**src/rtl/reg_wb_arbiter.sv**
```systemverilog
// ============================================================================
// Module   : reg_wb_arbiter
// Purpose  : Register-file write-port arbiter (ex vs load return) with a
//            load-outstanding scoreboard. Optional bypass: WB_BYPASS_EN.
// Revision : 1.0 - initial release
// ============================================================================
`default_nettype none

module reg_wb_arbiter #(
    parameter int MAX_STALL  = 4,
    parameter int DATA_WIDTH = 32,
    parameter int ADDR_WIDTH = 5
) (
    input  logic                       clk,
    input  logic                       rst,
    input  logic                       ex_valid,
    output logic                       ex_ready,
    input  logic [ADDR_WIDTH-1:0]      ex_addr,
    input  logic [DATA_WIDTH-1:0]      ex_data,
    input  logic                       mem_valid,
    output logic                       mem_ready,
    input  logic [ADDR_WIDTH-1:0]      mem_addr,
    input  logic [DATA_WIDTH-1:0]      mem_data,
    input  logic                       mark_valid,
    input  logic [ADDR_WIDTH-1:0]      mark_addr,
    input  logic [ADDR_WIDTH-1:0]      raddr1,
    input  logic [ADDR_WIDTH-1:0]      raddr2,
    output logic                       stall1,
    output logic                       stall2,
`ifdef WB_BYPASS_EN
    output logic                       byp1_en,
    output logic                       byp2_en,
    output logic [DATA_WIDTH-1:0]      byp_data,
`endif
    output logic                       wen,
    output logic [ADDR_WIDTH-1:0]      waddr,
    output logic [DATA_WIDTH-1:0]      wdata,
    output logic [(2**ADDR_WIDTH)-1:0] busy
);

    localparam int         c_depth     = 2**ADDR_WIDTH;
    localparam logic [2:0] c_max_stall = 3'(MAX_STALL);
    localparam logic       c_src_ex    = 1'b0;
    localparam logic       c_src_mem   = 1'b1;

    logic [2:0]            r_loss_cnt;
    logic [2:0]            w_loss_nxt;
    logic                  r_wr_src;
    logic [c_depth-1:0]    r_busy;
    logic [c_depth-1:0]    w_busy_nxt;
    logic                  w_ex_win;
    logic                  w_mem_win;
    logic                  w_accept;
    logic [ADDR_WIDTH-1:0] w_acc_addr;
    logic [DATA_WIDTH-1:0] w_acc_data;

    // mem has priority until ex has lost MAX_STALL consecutive contests
    always_comb begin
        w_ex_win   = ex_valid & (~mem_valid | (r_loss_cnt >= c_max_stall));
        w_mem_win  = mem_valid & ~w_ex_win;
        w_accept   = w_ex_win | w_mem_win;
        w_acc_addr = w_ex_win ? ex_addr : mem_addr;
        w_acc_data = w_ex_win ? ex_data : mem_data;
    end

    assign ex_ready  = w_ex_win;
    assign mem_ready = w_mem_win;

    always_comb begin
        w_loss_nxt = 3'd0;
        if (ex_valid && w_mem_win) begin
            w_loss_nxt = (r_loss_cnt >= c_max_stall) ? c_max_stall : r_loss_cnt + 3'd1;
        end
    end

    always_ff @(posedge clk or posedge rst) begin
        if (rst) begin
            r_loss_cnt <= 3'd0;
        end else begin
            r_loss_cnt <= w_loss_nxt;
        end
    end

    // Writes to r0 complete the handshake but never raise wen
    always_ff @(posedge clk or posedge rst) begin
        if (rst) begin
            wen      <= 1'b0;
            waddr    <= '0;
            wdata    <= '0;
            r_wr_src <= c_src_ex;
        end else if (w_accept) begin
            wen      <= (w_acc_addr != '0);
            waddr    <= w_acc_addr;
            wdata    <= w_acc_data;
            r_wr_src <= w_ex_win ? c_src_ex : c_src_mem;
        end else begin
            wen      <= 1'b0;
        end
    end

    // Clear applied before set so a new load to the same register wins
    always_comb begin
        w_busy_nxt = r_busy;
        if (wen && (r_wr_src == c_src_mem)) begin
            w_busy_nxt[waddr] = 1'b0;
        end
        if (mark_valid && (mark_addr != '0)) begin
            w_busy_nxt[mark_addr] = 1'b1;
        end
        w_busy_nxt[0] = 1'b0;
    end

    always_ff @(posedge clk or posedge rst) begin
        if (rst) begin
            r_busy <= '0;
        end else begin
            r_busy <= w_busy_nxt;
        end
    end

    assign busy = r_busy;

`ifdef WB_BYPASS_EN
    assign byp1_en  = wen & (waddr == raddr1) & (raddr1 != '0);
    assign byp2_en  = wen & (waddr == raddr2) & (raddr2 != '0);
    assign byp_data = wdata;
    assign stall1   = r_busy[raddr1] & (raddr1 != '0) & ~byp1_en;
    assign stall2   = r_busy[raddr2] & (raddr2 != '0) & ~byp2_en;
`else
    assign stall1   = r_busy[raddr1] & (raddr1 != '0);
    assign stall2   = r_busy[raddr2] & (raddr2 != '0);
`endif

endmodule

`default_nettype wire

```
**config.mk**
```make
export PLATFORM = sky130hd
export DESIGN_NAME = reg_wb_arbiter
export DESIGN_NICKNAME = d
export VERILOG_FILES = /design/src/rtl/reg_wb_arbiter.sv
export SDC_FILE = /design/constraint.sdc
export NUM_CORES = 1
export LEC_CHECK = 0
export ABC_AREA = 1
export CAP_MARGIN = 20
export CELL_PAD_IN_SITES_DETAIL_PLACEMENT = 1
export CELL_PAD_IN_SITES_GLOBAL_PLACEMENT = 2
export CORE_ASPECT_RATIO = 0.7
export CORE_MARGIN = 1.5
export CORE_UTILIZATION = 24
export CTS_CLUSTER_SIZE = 30
export DETAILED_ROUTE_END_ITERATION = 10
export PLACE_DENSITY = 0.9
export SLEW_MARGIN = 20
export SYNTH_ARGS = -nofsm -noshare
export SYNTH_HDL_FRONTEND = slang
export SYNTH_SLANG_ARGS = --single-unit
export TNS_END_PERCENT = 5
```
**constraint.sdc**
```tcl
create_clock -name clk -period 4.68 [get_ports clk]
set_input_delay 0.936 -clock clk [delete_from_list [all_inputs] [get_ports clk]]
set_output_delay 0.936 -clock clk [all_outputs]
set_load 0.01 [all_outputs]
```
# After elaboration in Yosys (flattened, before gate mapping)
# Index checks and enable logic that the tools add are counted.
# word_totals
wordCells	50
reg_bits	73
inputBits	94
# op_classes
bitwise	11
order_cmp	7
mux	16
n_reduce_logical	9
n_addsub	1
# ops
operator	count
$mux W32	3
$and A32 B32 Y32	1
$not A32 Y32	1
$or A32 B32 Y32	1
$lt A5 B6 Y1 const B	4
$reduce_bool A5 Y1	4
$bmux W1 S5	2
$demux W1 S5	2
$ge A5 B1 Y1 const B	2
$mux W1	6
$mux W3	2
$logic_and A1 B1 Y1	5
$mux W5	1
$and A1 B1 Y1	4
$add A3 B1 Y3 const B	1
$ge A3 B3 Y1 const B	1
$not A1 Y1	2
$or A1 B1 Y1	2

# Longest topological paths before layout
# Gate-level depths: netlist (run 1).
# depth
depth_word	9
ltp_mapped	11
depth_no_buf	10

# Worst setup path after synthesis (run 1)
# OpenSTA, ideal clock, no wires.
# synth_timing
path_type	in2out
start	input raddr1[0]
end	output stall1
arrival_time_ns	1.774
n_path_buf	2
path_slack_ns	1.970
stages	10
path_cell_list	buf_2 > inv_1 > buf_4 > nand2_1 > nand3_1 > nand2_1 > nand2_1 > nand3_1 > nand3_1 > nand2_1
# synth_between
elab_chain_len	3
# synth_lines
item	line_no	source
from (decl)	26	input logic [ADDR_WIDTH-1:0] raddr1,
$bmux W1 S5	130	assign stall1 = r_busy[raddr1] & (raddr1 != '0);
$mux W1 (implied by the code)	130	
$and A1 B1 Y1 (*)	130	
to (decl)	28	output logic stall1,
# Mark *: on every way between the ends. The rest lies on a longest branch, timed or not. The select of a mux whose other input is x is not followed.

# Worst setup path in the final report (run 1)
# Same ends and word-level chain as after synthesis.

==> impl_metrics.ini, run 1 <==
[placement]
hpwl_um = 13100
dp_cells = 936
gp_congestion = 0.872
port_buffers = 166

[detailed_routing]
drt_pre_antenna_iters = 4
drt_iter0_drc = 285
wirelength_um = 16700
vias = 4534
via_per_inst = 4.78
ant_nets = 0
drc_errors = 0
wl_per_cell_um = 17.5

[setup_path]
cp.required_ns = 3.74
worstSetupEndpointType = output port
path_class = in -> out
cp_max_fo = 17
worst-r2r-cell-count = 7
crit_arrival_ns = 3.02
reg2reg_slack_ns = 3.01
reg2reg_from = r_loss_cnt[2]
critPathLaunchType = input pin
r2r-end = wen

[logic_synthesis]
synth_area_per_cell_um2 = 7.20
synth_cells = 562
syn_nets = 658
synth_area_leaders = dfrtp_1 (45%), nand2_1 (14%), o21ai_0 (8.5%)
synth.largest_area_cell = dfrtp_1
synth_most_common_cell = nand2_1
ys_ff_latch = 73
syn_area_um2 = 4050
async_flop_share = 1.00
synth_warnings = 0
yosysTopAreaCellShare = 0.451
synthDistinctLibCells = 21
synth-edff-count = 0
ys_seq_area_frac = 0.451
ys.flop_type = dfrtp_1
yosys-top-cells-count = nand2_1 (148), nor2_1 (79), dfrtp_1 (73)

[grt]
grt_max_degree = 49
grt_usage = 0.192
grt_pass1_wl_um = 26300
antenna_found_initial = 0
grt_pass1_vias = 4713
overflow = 0

[final_layout]
num-fill-cells = 2017
syn_to_final_growth_pct = 52.4
diodes = 0
nets = 818
drive_gt1_frac = 0.0304
fin_util = 0.376
fin_cells = 949

[cts]
clock_sinks = 73
postCtsSetupBuffers = 0
ctsHoldBuffers = 0
clk_pin_slew_ns = 0.06
cts_tree = done
cts-buffers-inserted = 9
h-tree-depth = 3
cts.repair.resized = 0
clock_latency_ns = 0.33
cts-root-buf = clkbuf_16
clockBufferDepth = 2

[worst_hold_path]
whs_path_depth = 1
whs_endpoint = r_loss_cnt[0]
hp-class = reg -> reg
min_from = r_loss_cnt[0]

[sta]
hold_viol = 0
tns_ns = 0
fin_crit_ns = 3.96
setup_viol = 0
fin_skew_ns = 0.00395
max-slew-margin-rel = 0.381
tightest_slew_ns = 0.927
maxSlewViolCount = 0
grt_setup_unrepaired = false
fmaxAchievable_mhz = 253
period_share = 0.846
whs_ns = 0.457

[floorplan]
die_area_um2 = 17700
start_util = 0.247
num_rows = 39
io-pin-count = 168
core-area_um2 = 16400
die_y_um = 112
die_x_um = 158

[pwr]
pwr_density_cell_nw_per_um2 = 398
ir_worst_vdd_mv = 0.159
p_leak_nw = 2.69

[job]
maxCapViolCount = 0

[run_status]
status = finished, final reports clean
[sequential cells by signal, summed over array words and instances (netlist names)]
name / count
wdata: 32
busy: 31
waddr: 5
r_loss_cnt: 3
r_wr_src: 1
wen: 1
[power by group]
group / switching (mW) / internal (mW)
combinational: 0.459 / 0.437
clock: 0.250 / 0.394
sequential: 0.142 / 0.774
[worst max-delay path by stage]
| stage | from | endpoint | depth (start not counted) |
|---|---|---|---|
| after floorplan | rst | busy[10] | 1 |
| after detailed placement | raddr1[0] | stall1 | 13 |
| after CTS | raddr1[0] | stall1 | 13 |
| final | raddr1[0] | stall1 | 13 |
| after global routing | raddr1[0] | stall1 | 13 |
| after global placement | raddr1[0] | stall1 | 13 |
[layer usage]
layer / wire length (um) / GRT usage
met1: 8240 / 0.287
met2: 7130 / 0.284
met3: 1030 / 0.0362
met4: 256 / 0.0436
met5: 0 / 0
[cell usage in the layout (no fill, tap or decap), drive strengths merged, types with 5 or more instances in the layout]
master         count
clkdlybuf4s50    166
dfrtp             73
nor2              79
nand2            148
o31ai             32
nor3               8
buf                5
inv               66
o21ai             72
nand3             54
clkbuf            13
[per-stage QoR]
stage / cell area (um2) / power [mW] / setup WS, ns
6_report: 6170 / 2.46 / 0.720
5_1_grt: 6170 / 2.60 / 0.538
4_1_cts: 6170 / 2.48 / 0.714
3_5_place_dp: 5900 / 1.82 / 0.727
3_3_place_gp: 5900 / 1.79 / 0.778
2_1_floorplan: 4050 / 1.26 / 1.89
[layout make-up]
type                            count  area [um2]  area share
Timing Repair Buffer              171        1700       0.275
Clock buffer                       13         270      0.0438
Tap cell                          225         282      0.0456
Sequential cell                    73        1830       0.296
Inverter                           66         248      0.0401
Multi-Input combinational cell    401        1850       0.299
[kinds of logic after synthesis]
kind of cell | count (synthesis) | share of synthesized area
and+or+nand+nor | 289 | 0.287
AOI/OAI and AO/OA | 109 | 0.160
buffers and inverters | 88 | 0.0949
DFF | 73 | 0.451
adders and majority gates | 2 | 0.00618
other | 1 | 0.000926
[critical path: stages]
cell	delay, ns
clkdlybuf4s50_1	0.46
buf_4	0.21
inv_1	0.25
nand2_1	0.15
nand3_1	0.08
nand2_1	0.08
nand2_1	0.05
nand2_1	0.07
inv_1	0.04
nand2_1	0.06
nand2_1	0.05
nand2_1	0.05
clkdlybuf4s50_1	0.53
(Power assumes the default switching activity.)
==> inputs of run 2 (changes only) <==
--- a/config.mk
+++ b/config.mk
@@ -11,10 +11,10 @@
 export CELL_PAD_IN_SITES_GLOBAL_PLACEMENT = 2
 export CORE_ASPECT_RATIO = 0.7
 export CORE_MARGIN = 1.5
-export CORE_UTILIZATION = 24
+export CORE_UTILIZATION = 23
 export CTS_CLUSTER_SIZE = 30
 export DETAILED_ROUTE_END_ITERATION = 10
-export PLACE_DENSITY = 0.9
+export PLACE_DENSITY = 0.87
 export SLEW_MARGIN = 20
 export SYNTH_ARGS = -nofsm -noshare
 export SYNTH_HDL_FRONTEND = slang
==> constraint.sdc (replaced) <==
create_clock -name clk -period 3.87 [get_ports clk]
set_input_delay 0.774 -clock clk [delete_from_list [all_inputs] [get_ports clk]]
set_output_delay 0.774 -clock clk [all_outputs]
set_load 0.01 [all_outputs]
==> run 2 against run 1 <==
Effect of this change: setup slack got worse by 0.46 ns; cell count increased by 1.1%; non-clock buffer count increased by 1; sequential power increased by 22%; clock-buffer cell count decreased by 2; flip-flop and latch count unchanged; register-to-register slack got worse by 0.86 ns; clock power increased by 43%; final area increased by 1.4%; first-iteration DRC count increased by 5.6%; global-route usage decreased by 0.69 points; die area increased by 4.2%; critical endpoint unchanged.
==> impl_metrics.ini, run 2 (same netlist as run 1, synthesis figures left out) <==
[setup_path]
cp_slowest_cell = clkdlybuf4s50_1
cp_max_fo = 5
worst-r2r-cell-count = 7
crit_path_max_incr_delay_ns = 0.64
critPathLaunchType = input pin
path_cells = clkdlybuf4s50_1 > inv_1 > nor2_1 > nand2_1 > nand3_1 > nand2_1 > nand3_1 > nand3_1 > nand2_1 > clkdlybuf4s50_1
r2r-end = wen
reg2reg_from = r_loss_cnt[2]
worstSetupEndpointType = output port
reg2reg_slack_ns = 2.15
cp.required_ns = 3.10
crit_family = buffers and inverters
path_class = in -> out
crit_arrival_ns = 2.83
cp.buffers_inverters = 3

[final_layout]
diodes = 0
syn_to_final_growth_pct = 54.6
final_common_cell = clkdlybuf4s50_1
design_area_um2 = 6260
multi_input_area_um2 = 1850
num-fill-cells = 2117
drive_gt1_frac = 0.0371
fin_cells = 959
final-seq-area_um2 = 1830
layout_common_cells = clkdlybuf4s50_1 (166), nand2_1 (148), nor2_1 (78)
regMostFlops = wdata
largest_reg_flops = 32
nets = 819
fin_util = 0.364

[sta]
period_share = 0.932
max-slew-margin-rel = 0.465
grt_setup_unrepaired = false
maxSlewViolCount = 0
fmaxAchievable_mhz = 277
hold_viol = 0
setup_viol = 0
tns_ns = 0
fin_skew_ns = 0.00699
fin_crit_ns = 3.61
tightest_slew_ns = 0.802

[detailed_routing]
via_per_inst = 4.68
drt_iter0_drc = 301
ant_nets = 0
wl_per_cell_um = 17.2
wirelength_um = 16500
vias = 4487
drc_errors = 0
drt_pre_antenna_iters = 5

[placement]
gp_congestion = 0.877
place_area_um2 = 5930
dp_cells = 943
hpwl_um = 12900
port_buffers = 166

[grt]
grt_max_degree = 65
grt_pass1_wl_um = 26500
grt_pass1_vias = 4816
antenna_found_initial = 0
grt_usage = 0.185
overflow = 0

[floorplan]
start_util = 0.235
core-area_um2 = 17200
num_rows = 40
io-pin-count = 168
die_y_um = 114
die_x_um = 162
die_area_um2 = 18400

[worst_hold_path]
hp-class = reg -> reg
min_from = r_loss_cnt[0]
whs_path_depth = 1
whs_endpoint = r_loss_cnt[0]

[cts]
cts_tree = done
clockBufferDepth = 2
ctsHoldBuffers = 0
clock_latency_ns = 0.33
cts.repair.resized = 0
postCtsSetupBuffers = 0
cts-buffers-inserted = 9
h-tree-depth = 3
clk_pin_slew_ns = 0.06
cts-root-buf = clkbuf_16
clock_sinks = 73

[run_status]
status = finished, final reports clean

[pwr]
ir_worst_vdd_mv = 0.212
p_leak_nw = 2.73
pwr_density_cell_nw_per_um2 = 495

[job]
maxCapViolCount = 0
-- run 2: stage by stage --
step	power, mW	setup WS [ns]	hold slack, ns
6_report	3.10	0.261	0.467
5_1_grt	3.29	0.0813	0.505
4_1_cts	3.13	0.294	0.471
3_5_place_dp	2.19	0.297	0.458
3_3_place_gp	2.16	0.283	0.443
2_1_floorplan	1.52	1.24	0.431
-- run 2: cell type report --
cell class | instances | share of cell area
repair buffers | 172 | 0.275
multi-input cells | 401 | 0.295
clock buffers | 11 | 0.0404
inverters | 66 | 0.0396
clock inverters | 5 | 0.0124
well taps | 231 | 0.0462
flip-flops and latches | 73 | 0.292
-- run 2: where the power goes --
part           internal [mW]  total, mW  switching, mW
clock network          0.597      0.918          0.321
registers              0.936       1.12          0.182
logic                  0.531       1.06          0.530
-- run 2: worst max path at each step --
stage	endpoint	slack, ns	cells past startpoint	start
final	stall1	0.26	10	raddr1[2]
after global routing	stall1	0.08	10	raddr1[2]
after CTS	stall1	0.29	10	raddr1[2]
after detailed placement	stall1	0.30	10	raddr1[2]
after global placement	stall1	0.28	10	raddr1[2]
after floorplan	busy[10]	1.24	1	rst
-- run 2: metal layers --
layer / share of wire / global-route usage
met1: 0.48 / 0.261
met2: 0.44 / 0.287
met3: 0.068 / 0.0407
met4: 0.018 / 0.0457
met5: 0 / 0
